`src/rtl/gb_alu_exec.sv`:
```
// gb_alu_exec - execution stage behind the CPU register file.
//
// Takes operands from the register-file read ports and computes 8-bit or 16-bit
// ALU results. Results go back through the register-file write port. This block
// owns the F register.
//
// Ports:
//   clk, rst                 clock, synchronous active-high reset
//   op_valid / op_ready      operation handshake; an op is accepted on a rising
//                            edge where both are high
//   op_code, op_dst          operation select, destination register index
//   op_a, op_a_lo            operand A (high byte of first pair) and low byte
//   op_b, op_b_lo            operand B (high byte of second pair) and low byte
//   f_we, f_wdata            direct load of F (POP AF); low nibble is ignored
//   wb_write_flag            0 none, 1 byte write, 2 pair write (hi to wb_reg,
//                            lo to wb_reg+1)
//   wb_reg, wb_data          write target and data
//   flags_out                F register {Z,N,H,C,4'b0}
//
// State | meaning
// ------+---------------------------------------------------------------
// IDLE  | ready; 8-bit ops complete here, 16-bit ops latch their low byte
// HI    | 16-bit op in flight; high byte computed and written back
module gb_alu_exec #(
    parameter int NUM_REGS = 11
) (
    input  logic        clk,
    input  logic        rst,
    input  logic        op_valid,
    output logic        op_ready,
    input  logic [4:0]  op_code,
    input  logic [3:0]  op_dst,
    input  logic [7:0]  op_a,
    input  logic [7:0]  op_a_lo,
    input  logic [7:0]  op_b,
    input  logic [7:0]  op_b_lo,
    input  logic        f_we,
    input  logic [7:0]  f_wdata,
    output logic [1:0]  wb_write_flag,
    output logic [3:0]  wb_reg,
    output logic [15:0] wb_data,
    output logic [7:0]  flags_out
);

    localparam logic [4:0] OP_ADD   = 5'd0;
    localparam logic [4:0] OP_ADC   = 5'd1;
    localparam logic [4:0] OP_SUB   = 5'd2;
    localparam logic [4:0] OP_SBC   = 5'd3;
    localparam logic [4:0] OP_AND   = 5'd4;
    localparam logic [4:0] OP_XOR   = 5'd5;
    localparam logic [4:0] OP_OR    = 5'd6;
    localparam logic [4:0] OP_CP    = 5'd7;
    localparam logic [4:0] OP_INC8  = 5'd8;
    localparam logic [4:0] OP_DEC8  = 5'd9;
    localparam logic [4:0] OP_INC16 = 5'd10;
    localparam logic [4:0] OP_DEC16 = 5'd11;
    localparam logic [4:0] OP_ADD16 = 5'd12;
    localparam logic [4:0] OP_SWAP  = 5'd13;
    localparam logic [4:0] OP_CPL   = 5'd14;
    localparam logic [4:0] OP_SCF   = 5'd15;
    localparam logic [4:0] OP_CCF   = 5'd16;

    typedef enum logic {IDLE, HI} state_t;

    state_t      state;
    logic [3:0]  flags;          // {Z,N,H,C}
    logic [4:0]  hiOp;
    logic [3:0]  hiDst;
    logic [7:0]  hiA;
    logic [7:0]  hiB;
    logic [7:0]  loRes;
    logic        loCarry;        // carry (INC16/ADD16) or borrow (DEC16) from the low byte
    logic [1:0]  wbFlag;
    logic [3:0]  wbReg;
    logic [15:0] wbData;

    // 8-bit datapath and 16-bit low-byte step, evaluated in IDLE.
    logic        cin;
    logic [8:0]  sum9;
    logic [4:0]  half5;
    logic [7:0]  res8;
    logic [3:0]  flags8;
    logic        wr8;
    logic        is16;
    logic [8:0]  lo9;

    always_comb begin
        cin    = 1'b0;
        sum9   = '0;
        half5  = '0;
        res8   = '0;
        flags8 = flags;
        wr8    = 1'b0;
        is16   = 1'b0;
        lo9    = '0;
        case (op_code)
            OP_ADD, OP_ADC: begin
                cin    = (op_code == OP_ADC) & flags[0];
                sum9   = {1'b0, op_a} + {1'b0, op_b} + {8'b0, cin};
                half5  = {1'b0, op_a[3:0]} + {1'b0, op_b[3:0]} + {4'b0, cin};
                res8   = sum9[7:0];
                flags8 = {(res8 == 8'h00), 1'b0, half5[4], sum9[8]};
                wr8    = 1'b1;
            end
            OP_SUB, OP_SBC, OP_CP: begin
                // Wrapping subtraction: bit 8 / bit 4 go high exactly on a borrow.
                cin    = (op_code == OP_SBC) & flags[0];
                sum9   = {1'b0, op_a} - {1'b0, op_b} - {8'b0, cin};
                half5  = {1'b0, op_a[3:0]} - {1'b0, op_b[3:0]} - {4'b0, cin};
                res8   = sum9[7:0];
                flags8 = {(res8 == 8'h00), 1'b1, half5[4], sum9[8]};
                wr8    = (op_code != OP_CP);
            end
            OP_AND: begin
                res8   = op_a & op_b;
                flags8 = {(res8 == 8'h00), 1'b0, 1'b1, 1'b0};
                wr8    = 1'b1;
            end
            OP_XOR: begin
                res8   = op_a ^ op_b;
                flags8 = {(res8 == 8'h00), 3'b000};
                wr8    = 1'b1;
            end
            OP_OR: begin
                res8   = op_a | op_b;
                flags8 = {(res8 == 8'h00), 3'b000};
                wr8    = 1'b1;
            end
            OP_INC8: begin
                res8   = op_a + 8'd1;
                flags8 = {(res8 == 8'h00), 1'b0, (op_a[3:0] == 4'hF), flags[0]};
                wr8    = 1'b1;
            end
            OP_DEC8: begin
                res8   = op_a - 8'd1;
                flags8 = {(res8 == 8'h00), 1'b1, (op_a[3:0] == 4'h0), flags[0]};
                wr8    = 1'b1;
            end
            OP_SWAP: begin
                res8   = {op_a[3:0], op_a[7:4]};
                flags8 = {(res8 == 8'h00), 3'b000};
                wr8    = 1'b1;
            end
            OP_CPL: begin
                res8   = ~op_a;
                flags8 = {flags[3], 1'b1, 1'b1, flags[0]};
                wr8    = 1'b1;
            end
            OP_SCF: flags8 = {flags[3], 1'b0, 1'b0, 1'b1};
            OP_CCF: flags8 = {flags[3], 1'b0, 1'b0, ~flags[0]};
            OP_INC16: begin
                is16 = 1'b1;
                lo9  = {1'b0, op_a_lo} + 9'd1;
            end
            OP_DEC16: begin
                is16 = 1'b1;
                lo9  = {1'b0, op_a_lo} - 9'd1;
            end
            OP_ADD16: begin
                is16 = 1'b1;
                lo9  = {1'b0, op_a_lo} + {1'b0, op_b_lo};
            end
            default: ;
        endcase
    end

    // High-byte step of a 16-bit op, evaluated in HI from latched operands.
    logic [8:0] hiSum9;
    logic [4:0] hiHalf5;
    logic [3:0] flags16;

    always_comb begin
        hiSum9  = '0;
        hiHalf5 = '0;
        flags16 = flags;
        case (hiOp)
            OP_INC16: hiSum9 = {1'b0, hiA} + {8'b0, loCarry};
            OP_DEC16: hiSum9 = {1'b0, hiA} - {8'b0, loCarry};
            default: begin
                // ADD16: H is the carry out of bit 11, i.e. bit 3 of the high byte.
                hiSum9  = {1'b0, hiA} + {1'b0, hiB} + {8'b0, loCarry};
                hiHalf5 = {1'b0, hiA[3:0]} + {1'b0, hiB[3:0]} + {4'b0, loCarry};
                flags16 = {flags[3], 1'b0, hiHalf5[4], hiSum9[8]};
            end
        endcase
    end

    always_ff @(posedge clk) begin
        if (rst) begin
            state   <= IDLE;
            flags   <= '0;
            wbFlag  <= '0;
            wbReg   <= '0;
            wbData  <= '0;
            hiOp    <= '0;
            hiDst   <= '0;
            hiA     <= '0;
            hiB     <= '0;
            loRes   <= '0;
            loCarry <= 1'b0;
        end else begin
            wbFlag <= 2'd0;
            case (state)
                IDLE: begin
                    if (op_valid) begin
                        if (is16) begin
                            hiOp    <= op_code;
                            hiDst   <= op_dst;
                            hiA     <= op_a;
                            hiB     <= op_b;
                            loRes   <= lo9[7:0];
                            loCarry <= lo9[8];
                            state   <= HI;
                        end else begin
                            flags <= flags8;
                            if (wr8) begin
                                wbFlag <= 2'd1;
                                wbReg  <= op_dst;
                                wbData <= {8'h00, res8};
                            end
                        end
                    end
                end
                HI: begin
                    wbFlag <= 2'd2;
                    wbReg  <= hiDst;
                    wbData <= {hiSum9[7:0], loRes};
                    flags  <= flags16;
                    state  <= IDLE;
                end
            endcase
            // A direct F load overrides any ALU flag update on the same edge.
            if (f_we) flags <= f_wdata[7:4];
        end
    end

    // An out-of-range destination is the controller's fault; the write still goes out.
    logic dstOk;
    always_comb begin
        dstOk = is16 ? ((int'(op_dst) + 1) < NUM_REGS) : (int'(op_dst) < NUM_REGS);
    end

    assert property (@(posedge clk) disable iff (rst)
        (op_valid && op_ready && (wr8 || is16)) |-> dstOk);

    logic unusedFwLo;
    assign unusedFwLo = ^f_wdata[3:0];

    assign op_ready      = (state == IDLE);
    assign wb_write_flag = wbFlag;
    assign wb_reg        = wbReg;
    assign wb_data       = wbData;
    assign flags_out     = {flags, 4'h0};

endmodule

```
`config.mk`:
```
export PLATFORM = sky130hd
export DESIGN_NAME = gb_alu_exec
export DESIGN_NICKNAME = d
export VERILOG_FILES = /design/src/rtl/gb_alu_exec.sv
export SDC_FILE = /design/constraint.sdc
export NUM_CORES = 1
export LEC_CHECK = 0
export ABC_CLOCK_PERIOD_IN_PS = 3100
export BUFFER_PORTS_ARGS = -buffer_cell sky130_fd_sc_hd__buf_2
export CAP_MARGIN = 20
export CORE_ASPECT_RATIO = 1.1
export CORE_MARGIN = 5
export CORE_UTILIZATION = 53
export DETAILED_ROUTE_END_ITERATION = 10
export PLACE_DENSITY = 0.78
export SYNTH_ARGS = -nofsm -noshare
export SYNTH_HDL_FRONTEND = slang
export SYNTH_SLANG_ARGS = --single-unit
```
`constraint.sdc`:
```
create_clock -name clk -period 3.1 [get_ports clk]
set_input_delay 0.465 -clock clk [delete_from_list [all_inputs] [get_ports clk]]
set_output_delay 0.465 -clock clk [all_outputs]
set_load 0.1 [all_outputs]
```
# Word-level counts from Yosys, hierarchy flattened
# Cells that the tools add are included.
[totals]
register_bits = 61
in_bits = 53
output_inout_bits = 31
elab_cells = 121
[op_classes]
add_sub_neg = 19
n_eq_ne = 35
mux = 26
bitwise_logic = 8
n_reduce_logical = 20
[ops]
columns = ["op", "n"]
rows = [
  ["case mux 8 bit (9 select lines)", 1],
  ["logical NOT 8 bit", 8],
  ["equality test 5 x 4 -> 1 bit, second input constant", 10],
  ["two-way mux 16 bit", 3],
  ["case mux 4 bit (11 select lines)", 1],
  ["case mux 16 bit (2 select lines)", 1],
  ["adder 8 x 8 -> 9 bit", 3],
  ["case mux 9 bit (3 select lines)", 1],
  ["two-way mux 4 bit", 6],
  ["!= test 3 bit, second input constant", 7],
  ["equality test 5 x 3 -> 1 bit, second input constant", 4],
  ["!= test 10 x 1 -> 1 bit, second input constant", 2],
  ["adder 9 x 1 -> 9 bit", 2],
  ["case mux 4 bit (2 select lines)", 2],
  ["case mux 8 bit (2 select lines)", 1],
  ["AND reduction 7 bit", 2],
  ["!= test 13 x 1 -> 1 bit, second input constant", 1],
  ["adder 4 x 4 -> 5 bit", 2],
  ["adder 5 x 1 -> 5 bit", 2],
  ["equality test 5 x 2 -> 1 bit, second input constant", 2],
  ["adder 8 x 1 -> 9 bit, second input constant", 1],
  ["OR reduction 9 bit", 1],
  ["subtractor 8 x 1 -> 9 bit, second input constant", 1],
  ["subtractor 8 x 8 -> 9 bit", 1],
  ["30 further kinds", 43],
]

# Depth between registers and ports, before layout
# Gate-level depths: netlist of run 1.
[depth]
ltp_word = 9
ltp_mapped = 15
depth_no_buf = 13

# Worst setup path before layout of run 1
# No wires, ideal clock.
[synth_path]
path_type = "input to register"
from = "input port op_code[1]"
to = "register wbData[7] (netlist: wb_data[7])"
setup_ps = 139
arrival_time_ps = 3202
t_required_ps = 2961
setup_slack_ps = -241
path_stages = 12
path_buffers = 2
cell_sequence = "buf_2 -> buf_1 -> nor4b_1 -> nand3_1 -> fa_1 -> ha_1 -> a211oi_1 -> o21ai_0 -> a21oi_1 -> xnor2_1 -> a2111oi_0 -> a211oi_1"
[synth_via]
elab_chain_len = 8
elab_cells_between_ends = 34
cone_classes = "add/sub: 2; eq/ne: 17; mux: 7; bitwise: 2; reduce/logical: 6"
[synth_rtl]
columns = ["item", "line_no", "text"]
rows = [
  ["from (decl)", "31", "input logic [4:0] op_code,"],
  ["equality test 5 x 2 -> 1 bit or equality test 5 x 1 -> 1 bit (tied branches)", "-", ""],
  ["AND 1 bit, on equally long branches", "107, 98", ""],
  ["subtractor 9 x 1 -> 9 bit or adder 9 x 1 -> 9 bit (tied branches)", "108, 99", ""],
  ["case mux 8 bit (9 select lines)", "96", "case (op_code)"],
  ["two-way mux 16 bit", "216", "if (wr8) begin"],
  ["two-way mux 16 bit", "206", "if (is16) begin"],
  ["two-way mux 16 bit", "205", "if (op_valid) begin"],
  ["case mux 16 bit (2 select lines)", "203", "case (state)"],
  ["to (signal assigned)", "219", "wbData <= {8'h00, res8};"],
  ["to (signal assigned)", "227", "wbData <= {hiSum9[7:0], loRes};"],
  ["to (decl)", "75", "logic [15:0] wbData;"],
]
# Parallel ways exist; a longest one is shown, timed or not. The select of a mux whose other input is x is not followed.
# A chain may end at the register's enable or synchronous reset.

# Worst setup path in the final report of run 1
[layout_path]
from = "input port op_code[4]"
to = "register loCarry"
[layout_via]
elab_chain_len = 4
elab_cells_between_ends = 7
cone_classes = "eq/ne: 3; mux: 2; reduce/logical: 2"
[layout_rtl]
columns = ["item", "line_no", "text"]
rows = [
  ["equality test 5 x 4 -> 1 bit", "96", ""],
  ["OR reduction 3 bit (no line)", "-", ""],
  ["two-way mux 1 bit", "96", ""],
  ["AND reduction 3 bit (no line)", "-", ""],
  ["to (signal assigned)", "212", "loCarry <= lo9[8];"],
  ["to (decl)", "72", "logic loCarry;"],
]
# Parallel ways exist; a longest one is shown, timed or not.

==> results of run 1 <==
## synth_stat cells, types with 7 or more instances
cell type,number
nand2b_1,13
fa_1,8
nor2b_1,7
a211oi_1,12
ha_1,57
o21ai_0,42
inv_1,35
xnor2_1,23
a21o_1,13
nand3_1,19
nand2_1,106
a221oi_1,7
nor2_1,59
nand4_1,8
a21oi_1,75
o22ai_1,8
a31oi_1,8
xor2_1,10
clkbuf_1,34
dfxtp_1,61
nor4_1,10
or3_1,9
nor3_1,17
## cell type report
class | count | area, µm² | share of cell area [%]
repair buffers | 142 | 878 | 13.0
flip-flops and latches | 61 | 1220 | 18.1
inverters | 35 | 131 | 1.95
clock inverters | 7 | 73.8 | 1.09
multi-input cells | 605 | 4040 | 59.9
clock buffers | 9 | 225 | 3.34
well taps | 143 | 179 | 2.65
## metal layers
layer  GRT usage, %  part of all wire, %
met1           42.1                   41
met2           54.9                   49
met3           4.77                  7.9
met4           10.1                  2.5
met5              0                    0
## worst max-delay path, stage by stage
cell and delay [ps]:
buf_2 130, or3b_4 430, or3_1 340, ha_1 220
fa_2 350, a21o_1 180, a21oi_2 180, o21ai_1 110
o41ai_1 470, xnor2_1 180, nand2_1 70, a21oi_1 150
## path summary, 6_finish.rpt
check | start | endpoint | slack (ps)
hold / removal | op_dst[0] | hiDst[0] | 390
hold reg to reg | loRes[3] | loRes[3] | 450
setup / recovery | op_code[4] | loCarry | 90
setup reg to reg | flags[0] | flags[0] | 320
## kinds of logic (layout without fill, tap and decap cells)
kind of cell             count (synthesis)  after routing  synth area share, %
AND/OR/NAND/NOR                        278            278                 24.3
AO/OA/AOI/OAI                          223            223                 26.1
buffers and inverters                   82            193                 5.99
adder cells (fa/ha/maj)                 65             65                 15.8
flip-flops                              61             61                 22.2
XOR/XNOR                                33             33                 5.24
multiplexers                             2              2                0.363
other                                    1              4               0.0680
## cells in the final DEF, fill, tap and decap left out, types with 5 or more instances in the layout
cell,synthesis,final
a211oi_1,12,11
a21o_1,13,13
a21oi_1,75,72
a221oi_1,7,7
a22oi_1,6,6
a31oi_1,8,8
and3_1,6,5
buf_2,6,75
buf_4,4,67
clkbuf_16,0,9
dfxtp_1,61,61
ha_1,57,57
inv_1,35,34
nand2_1,106,106
nand2b_1,13,12
nand3_1,19,19
nand4_1,8,8
nor2_1,59,58
nor2b_1,7,6
nor3_1,17,17
nor4_1,10,10
o211ai_1,5,5
o21a_1,5,5
o21ai_0,42,39
o21ai_1,2,5
o22ai_1,8,8
or3_1,9,9
xnor2_1,23,23
xor2_1,10,10
## power groups by stage
stage	Clock, mW	Combinational [mW]	Sequential (mW)
global placement	0	0.796	0.839
CTS	1.03	0.814	0.824
floorplan	0	0.426	0.951
global route	1.07	0.887	0.826
finish	1.02	0.834	0.824
detailed placement	0	0.810	0.841
## what timing repair did
item	in CTS	in global routing
endpoints found under the setup margin	0	7
resized for setup	0	5
hold buffers	0	0
## through the flow
step | instance area (µm²) | utilization [%] | total power [mW]
2_1_floorplan | 5600 | - | 1.38
3_3_place_gp | 6440 | 62.5 | 1.63
3_5_place_dp | 6440 | 62.5 | 1.65
4_1_cts | 6740 | 65.5 | 2.67
5_1_grt | 6750 | 65.6 | 2.79
6_report | 6750 | 65.6 | 2.68
==> flow_metrics.env, run 1 <==
export IMPL_period_share_pct=96.9
export IMPL_htreeDepth=3
export IMPL_switchingPower_uw=951
export IMPL_hp_class="in2reg"
export IMPL_drt_iter0_drc=512
export IMPL_fin_ws_ps=94.6
export IMPL_synth_flop_cell="dfxtp_1"
export IMPL_drcViolationCount=0
export IMPL_grt_pass1_wl_um=31400
export IMPL_max_freq_mhz=333
export IMPL_max_clock_path_buffers=2
export IMPL_cap_violations=0
export IMPL_yosysUniqueCellTypes=71
export IMPL_grt_pass1_vias=5912
export IMPL_totalWireLength_um=20300
export IMPL_grt_start_max_net_pins=43
export IMPL_gp_congestion=1.02
export IMPL_p_int_mw=1.73
export IMPL_io_buffer_count=75
export IMPL_finalMaxSlewViolations=0
export IMPL_syn_area_um2=5510
export IMPL_power_switching_share_pct=35.5
export IMPL_syn_to_final_growth_pct=22.5
export IMPL_initial_core_util_pct=53.5
export IMPL_peakVddDrop_mv=0.254
export IMPL_post_cts_buffers=0
export IMPL_yosysWarnings=0
export IMPL_finalCriticalPeriod_ps=3010
export IMPL_n_fill_cell=912
export IMPL_drt_first_pass_iters=5
export IMPL_synth_largest_area_cell="dfxtp_1"
export IMPL_avgSynthCellArea_um2=7.40
export IMPL_fin_skew_ps=9.82
export IMPL_crit_type="in2reg"
export IMPL_holdWs_ps=386
export IMPL_place_ws_ps=-181
export IMPL_cts_tree="yes"
export IMPL_ys_seq_area_share_pct=22.2
export IMPL_num_rows=39
export IMPL_fin_cells=1002
export IMPL_powerDensity_nw_per_um2=397
export IMPL_finalHoldViolCount=0
export IMPL_routedWlPerCell_um=20.2
export IMPL_status="completed"
export IMPL_startpoint_type="input port"
export IMPL_path_clk_slew_ps=60
export IMPL_root_buffer="clkbuf_16"
export IMPL_yosys_register_bits=61
export IMPL_relSlewSlack_pct=45.7
export IMPL_final_net_count=972
export IMPL_setup_tns_ps=0
export IMPL_p_leak_nw=2.88
export IMPL_grt_antenna_before_repair=0
export IMPL_synth_edff_count=0
export IMPL_seqPwrFrac_pct=30.8
export IMPL_core_region_area_um2=10300
export IMPL_io_pin_count=84
export IMPL_via_per_inst=6.20
export IMPL_fp_dieArea_um2=12500
export IMPL_reg2reg_depth=12
export IMPL_num_antenna_cells=0
export IMPL_synthTopCellsByArea="dfxtp_1 22%, ha_1 13%, nand2_1 7.2%"
export IMPL_track_usage_pct=32.2
export IMPL_numCtsBuffers=9
export IMPL_worst_slew_pin_slew_ps=815
export IMPL_arrival_ps=3270
export IMPL_netlist_area_leader_share_pct=22.2
export IMPL_final_layout_size_suffix_gt1_share_pct=21.1
export IMPL_die_h_um=117
export IMPL_worstPathRequired_ps=3360
export IMPL_antenna_left=0
export IMPL_power_frac_clock_pct=38.1
export IMPL_final_setup_viol_count=0
export IMPL_fp_dieW_um=107
export IMPL_placedCellCount=986
export IMPL_synth_cells=745
export IMPL_critical_path_peak_fanout=4
export IMPL_via_count=6216
export IMPL_clock_sinks=61
export IMPL_hold_path_depth=3
export IMPL_largest_reg_flops=16
export IMPL_post_dp_hpwl_um=15700
export IMPL_combPwrFrac_pct=31.1
export IMPL_worstSkewPairLatency_ps=330
export IMPL_synth_async_reset_ratio_pct=0
export IMPL_critPathCaptureType="flip-flop"
export IMPL_gr_total_overflow=0
export IMPL_grt_setup_unrepaired="no"
(Power assumes the default switching activity.)
==> inputs of run 2 (changes only) <==
- RECOVER_POWER: not set -> 50
==> run 2 against run 1 <==
  * Sequential share of layout area grew 0.12 points
  * Die area unchanged
  * Cell count is the same
  * Non-clock buffer count did not move
  * Clock skew rose by 0.51 ps
  * Fmax rose by 0.30%
  * Power decreased by 0.21%
==> flow_metrics.env, run 2 (synthesis gave the netlist of run 1 again) <==
export IMPL_status="completed"
export IMPL_n_fill_cell=938
export IMPL_io_buffer_count=75
export IMPL_via_count=6239
export IMPL_drt_first_pass_iters=8
export IMPL_via_per_inst=6.23
export IMPL_grt_setup_unrepaired="no"
export IMPL_dpl_cell_area_um2=6440
export IMPL_totalWireLength_um=20300
export IMPL_root_buffer="clkbuf_16"
export IMPL_finalHoldViolCount=0
export IMPL_arrival_ps=3260
export IMPL_holdWs_ps=388
export IMPL_setup_tns_ps=0
export IMPL_num_rows=39
export IMPL_finalCriticalPeriod_ps=3000
export IMPL_track_usage_pct=32.2
export IMPL_critical_path_peak_fanout=4
export IMPL_place_ws_ps=-181
export IMPL_p_leak_nw=2.76
export IMPL_numCtsBuffers=9
export IMPL_max_clock_path_buffers=2
export IMPL_worstSkewPairLatency_ps=330
export IMPL_crit_type="in2reg"
export IMPL_largest_reg_flops=16
export IMPL_grt_pass1_wl_um=31400
export IMPL_grt_pass1_vias=5912
export IMPL_io_pin_count=84
export IMPL_gr_total_overflow=0
export IMPL_grt_antenna_before_repair=0
export IMPL_fp_dieW_um=107
export IMPL_powerDensity_nw_per_um2=398
export IMPL_max_freq_mhz=334
export IMPL_routedWlPerCell_um=20.3
export IMPL_finalPower_mw=2.67
export IMPL_hp_class="in2reg"
export IMPL_design_area_um2=6710
export IMPL_drcViolationCount=0
export IMPL_relSlewSlack_pct=21.7
export IMPL_final_common_cell="nand2_1"
export IMPL_path_clk_slew_ps=60
export IMPL_htreeDepth=3
export IMPL_core_region_area_um2=10300
export IMPL_post_cts_buffers=0
export IMPL_initial_core_util_pct=53.5
export IMPL_clock_sinks=61
export IMPL_fp_dieArea_um2=12500
export IMPL_syn_to_final_growth_pct=21.7
export IMPL_final_layout_size_suffix_gt1_share_pct=17.6
export IMPL_period_share_pct=96.7
export IMPL_grt_start_max_net_pins=43
export IMPL_worstPathRequired_ps=3360
export IMPL_die_h_um=117
export IMPL_worst_slew_pin_slew_ps=1180
export IMPL_antenna_left=0
export IMPL_fin_skew_ps=10.3
export IMPL_cts_tree="yes"
export IMPL_layout_common_cells="106 x nand2_1, 72 x a21oi_1, 64 x buf_4, 61 x dfxtp_1, 58 x nor2_1"
export IMPL_cap_violations=0
export IMPL_finalMaxSlewViolations=0
export IMPL_post_dp_hpwl_um=15700
export IMPL_peakVddDrop_mv=0.253
export IMPL_gp_congestion=1.02
export IMPL_critPathCaptureType="flip-flop"
export IMPL_drt_iter0_drc=560
export IMPL_num_antenna_cells=0
export IMPL_final_net_count=972
export IMPL_fin_ws_ps=103
export IMPL_final_setup_viol_count=0
export IMPL_startpoint_type="input port"
==> run 2: changes by cell type in the layout (fill, tap and decap cells not counted), sizes merged <==
cell and change:
buf -30, clkbuf +30
==> run 2: per-layer routing <==
metal | GRT usage, % | share of wire (%) | vias to the layer above
met5 | 0 | 0 | -
met4 | 10.1 | 2.5 | 0
met3 | 4.77 | 7.7 | 43
met2 | 54.9 | 49 | 327
met1 | 42.1 | 41 | 2968
li1 | - | - | 2901
==> run 2: worst paths after layout <==
kind / slack, ps / to / start / depth (start not counted)
hold / removal: 390 / hiDst[0] / op_dst[0] / 3
setup reg to reg: 340 / wb_data[13] / hiOp[3] / 11
setup / recovery: 100 / loCarry / op_code[4] / 12
hold reg to reg: 460 / loRes[3] / loRes[3] / 2
==> run 2: layout make-up <==
| type | instances | area (µm²) | area share, % |
|---|---|---|---|
| multi-input cells | 605 | 4040 | 60.3 |
| repair buffers | 142 | 833 | 12.4 |
| inverters | 35 | 131 | 1.96 |
| flip-flops and latches | 61 | 1220 | 18.2 |
| clock buffers | 9 | 225 | 3.36 |
| clock inverters | 7 | 73.8 | 1.10 |
| well taps | 143 | 179 | 2.67 |
==> run 2: timing repair <==
action | CTS | global route
endpoints found under the setup margin | 0 | 7
hold buffers | 0 | 0
gates resized for setup | 0 | 5
==> run 2: critical path: stages <==
cell     delay, ps
buf_2          130
or3b_4         430
or3_1          340
ha_1           230
fa_2           340
a21o_1         180
a21oi_2        170
o21ai_1        110
o41ai_1        470
xnor2_1        180
nand2_1         70
a21oi_1        140
==> run 2: stage by stage <==
stage                     cells  util, %
after CTS                  1002     65.5
after floorplan             748        -
after detailed placement    986     62.5
after global routing       1002     65.1
final                      1002     65.1
after global placement      986     62.5
==> run 2: power by group <==
group	leakage (nW)	internal, mW	total [mW]	switching, mW
Sequential	0.495	0.808	0.825	0.0164
Combinational	2.12	0.286	0.828	0.542
Clock	0.146	0.626	1.02	0.394
Total	2.76	1.72	2.67	0.952
==> inputs of run 3 (changes only) <==
- ABC_AREA: not set -> 1
- PLACE_DENSITY: 0.78 -> 0.83
==> run 3 against run 2 <==
  * Die area rose by 5.0%
  * Global-route usage shrank 5.9 points
  * Sequential power increased by 0.7%
  * Hold slack got worse by 36 ps
  * Sequential share of layout area increased by 0.33 points
  * Critical endpoint is now hiA[3]
  * Largest power group unchanged
==> flow_metrics.env, run 3 <==
export IMPL_syn_area_um2=5820
export IMPL_p_int_mw=1.58
export IMPL_synth_edff_count=0
export IMPL_avgSynthCellArea_um2=6.25
export IMPL_crit_chain="buf_2, inv_2, buf_4, nand3_2, inv_1, nand2_1, nand2_1, inv_2, nor3_1, buf_4, o21ai_0, a21oi_1"
export IMPL_final_common_cell="nand2_1"
export IMPL_grt_start_max_net_pins=36
export IMPL_switchingPower_uw=923
export IMPL_finalHoldViolCount=0
export IMPL_htreeDepth=3
export IMPL_dpl_cell_area_um2=6360
export IMPL_num_rows=40
export IMPL_drt_iter0_drc=507
export IMPL_n_fill_cell=1082
export IMPL_path_clk_slew_ps=60
export IMPL_antenna_left=0
export IMPL_gr_total_overflow=0
export IMPL_cts_tree="yes"
export IMPL_syn_to_final_growth_pct=13.3
export IMPL_drcViolationCount=0
export IMPL_io_buffer_count=75
export IMPL_setup_tns_ps=0
export IMPL_ctsHoldBuffers=0
export IMPL_yosys_register_bits=61
export IMPL_crit_slowest_cell="nor3_1"
export IMPL_worstSkewPairLatency_ps=330
export IMPL_drt_first_pass_iters=6
export IMPL_grt_pass1_vias=5787
export IMPL_layout_common_cells="252 x nand2_1, 112 x nor2_1, 108 x inv_1, 71 x nand3_1, 69 x a21oi_1"
export IMPL_yosysWarnings=0
export IMPL_ys_seq_area_share_pct=21.0
export IMPL_relSlewSlack_pct=11.0
export IMPL_p_leak_nw=3.36
export IMPL_synth_flop_cell="dfxtp_1"
export IMPL_synth_most_common_cell="nand2_1"
export IMPL_final_setup_viol_count=0
export IMPL_cp_slowest_stage_delay_ps=990
export IMPL_root_buffer="clkbuf_16"
export IMPL_critPathCaptureType="flip-flop"
export IMPL_clock_sinks=61
export IMPL_cap_violations=0
export IMPL_synthTopCellsByArea="dfxtp_1 21%, nand2_1 16%, ha_1 12%"
export IMPL_holdWs_ps=353
export IMPL_max_clock_path_buffers=2
export IMPL_seqPwrFrac_pct=33.1
export IMPL_worstPathRequired_ps=3350
export IMPL_period_share_pct=88.3
export IMPL_routedWlPerCell_um=14.8
export IMPL_yosysUniqueCellTypes=42
export IMPL_via_count=6322
export IMPL_grt_setup_unrepaired="no"
export IMPL_critical_path_top_delay_family="simple AND/OR/NAND/NOR gates"
export IMPL_finalMaxSlewViolations=0
export IMPL_power_switching_share_pct=36.8
export IMPL_combPwrFrac_pct=30.4
export IMPL_initial_core_util_pct=53.8
export IMPL_power_frac_clock_pct=36.5
export IMPL_ctsResizeCount=0
export IMPL_totalWireLength_um=17300
export IMPL_track_usage_pct=26.3
export IMPL_synth_cells=931
export IMPL_finalCriticalPeriod_ps=2740
export IMPL_arrival_ps=2990
export IMPL_critical_path_peak_fanout=23
export IMPL_synth_async_reset_ratio_pct=0
export IMPL_via_per_inst=5.43
export IMPL_worst_slew_pin_slew_ps=1320
export IMPL_numCtsBuffers=9
export IMPL_startpoint_type="input port"
export IMPL_synth_largest_area_cell="dfxtp_1"
export IMPL_grt_antenna_before_repair=0
export IMPL_fp_dieArea_um2=13200
export IMPL_num_antenna_cells=0
export IMPL_final_net_count=1130
export IMPL_placedCellCount=1148
export IMPL_max_freq_mhz=365
export IMPL_post_dp_hpwl_um=13700
export IMPL_crit_type="in2reg"
export IMPL_largest_reg_flops=16
export IMPL_die_h_um=120
export IMPL_powerDensity_nw_per_um2=381
export IMPL_netlist_top_cells_count="252 x nand2_1, 111 x nor2_1, 107 x inv_1"
export IMPL_grt_pass1_wl_um=27400
export IMPL_peakVddDrop_mv=0.238
export IMPL_status="completed"
export IMPL_finalPower_mw=2.51
export IMPL_post_cts_buffers=0
export IMPL_io_pin_count=84
export IMPL_fin_util_pct=60.9
export IMPL_netlist_area_leader_share_pct=21.0
export IMPL_design_area_um2=6590
export IMPL_fin_skew_ps=9.68
export IMPL_gp_congestion=1.00
export IMPL_fp_dieW_um=110
export IMPL_fin_ws_ps=363
export IMPL_fin_cells=1164
export IMPL_crit_buf_inv=6
export IMPL_place_ws_ps=32.2
export IMPL_final_layout_size_suffix_gt1_share_pct=10.1
export IMPL_hp_class="in2reg"
export IMPL_core_region_area_um2=10800
## run 3: power by group through the flow
stage	combinational, mW	sequential (mW)	clock (mW)
after floorplan	0.475	0.934	0
after global placement	0.742	0.846	0
after detailed placement	0.753	0.846	0
after CTS	0.759	0.830	0.919
after global routing	0.843	0.833	0.958
final	0.763	0.831	0.914
## run 3: path summary, 6_finish.rpt
path | start | end | slack (ps) | cells past startpoint
worst max register to register | flags[0] | flags[3] | 380 | 14
worst min register to register | hiOp[4] | hiOp[4] | 450 | 2
worst max-delay path | op_code[4] | hiA[3] | 360 | 12
worst min-delay path | op_dst[3] | hiDst[3] | 350 | 3
## run 3: cell families after synthesis
logic type                 Yosys count  share of synthesized area [%]
AOI/OAI and AO/OA                  162                           15.4
xor gates and xnor gates            22                           3.31
adders and majority gates           65                           15.0
buffers and inverters              146                           10.6
DFF                                 61                           21.0
other                                1                         0.0645
and+or+nand+nor                    474                           34.6
## run 3: per-layer routing
| metal | wire [µm] | GRT usage (%) |
|---|---|---|
| met1 | 6980 | 32.5 |
| met2 | 8280 | 44.0 |
| met3 | 1360 | 4.20 |
| met4 | 645 | 12.0 |
| met5 | 0 | 0 |
## run 3: final cells by class
cell class                 count  area, µm²  area share (%)
multi-input combinational    727       3970            60.3
timing repair buffer          95        492            7.46
tap                          147        184            2.79
inverter                     118        444            6.74
clock inverter                 7       50.0           0.760
sequential                    61       1220            18.5
clock buffer                   9        225            3.42
## run 3: worst register-to-register path, stage by stage (launching register included)
cell	delay, ps
dfxtp_1	460
nand3_1	200
fa_1	450
fa_1	430
inv_1	70
nand2_1	80
nand2_1	90
nand2_1	100
nand2_1	70
nand2_1	60
nor2_1	120
nand4_1	140
nand3_1	120
nand3_1	100
a21oi_1	160
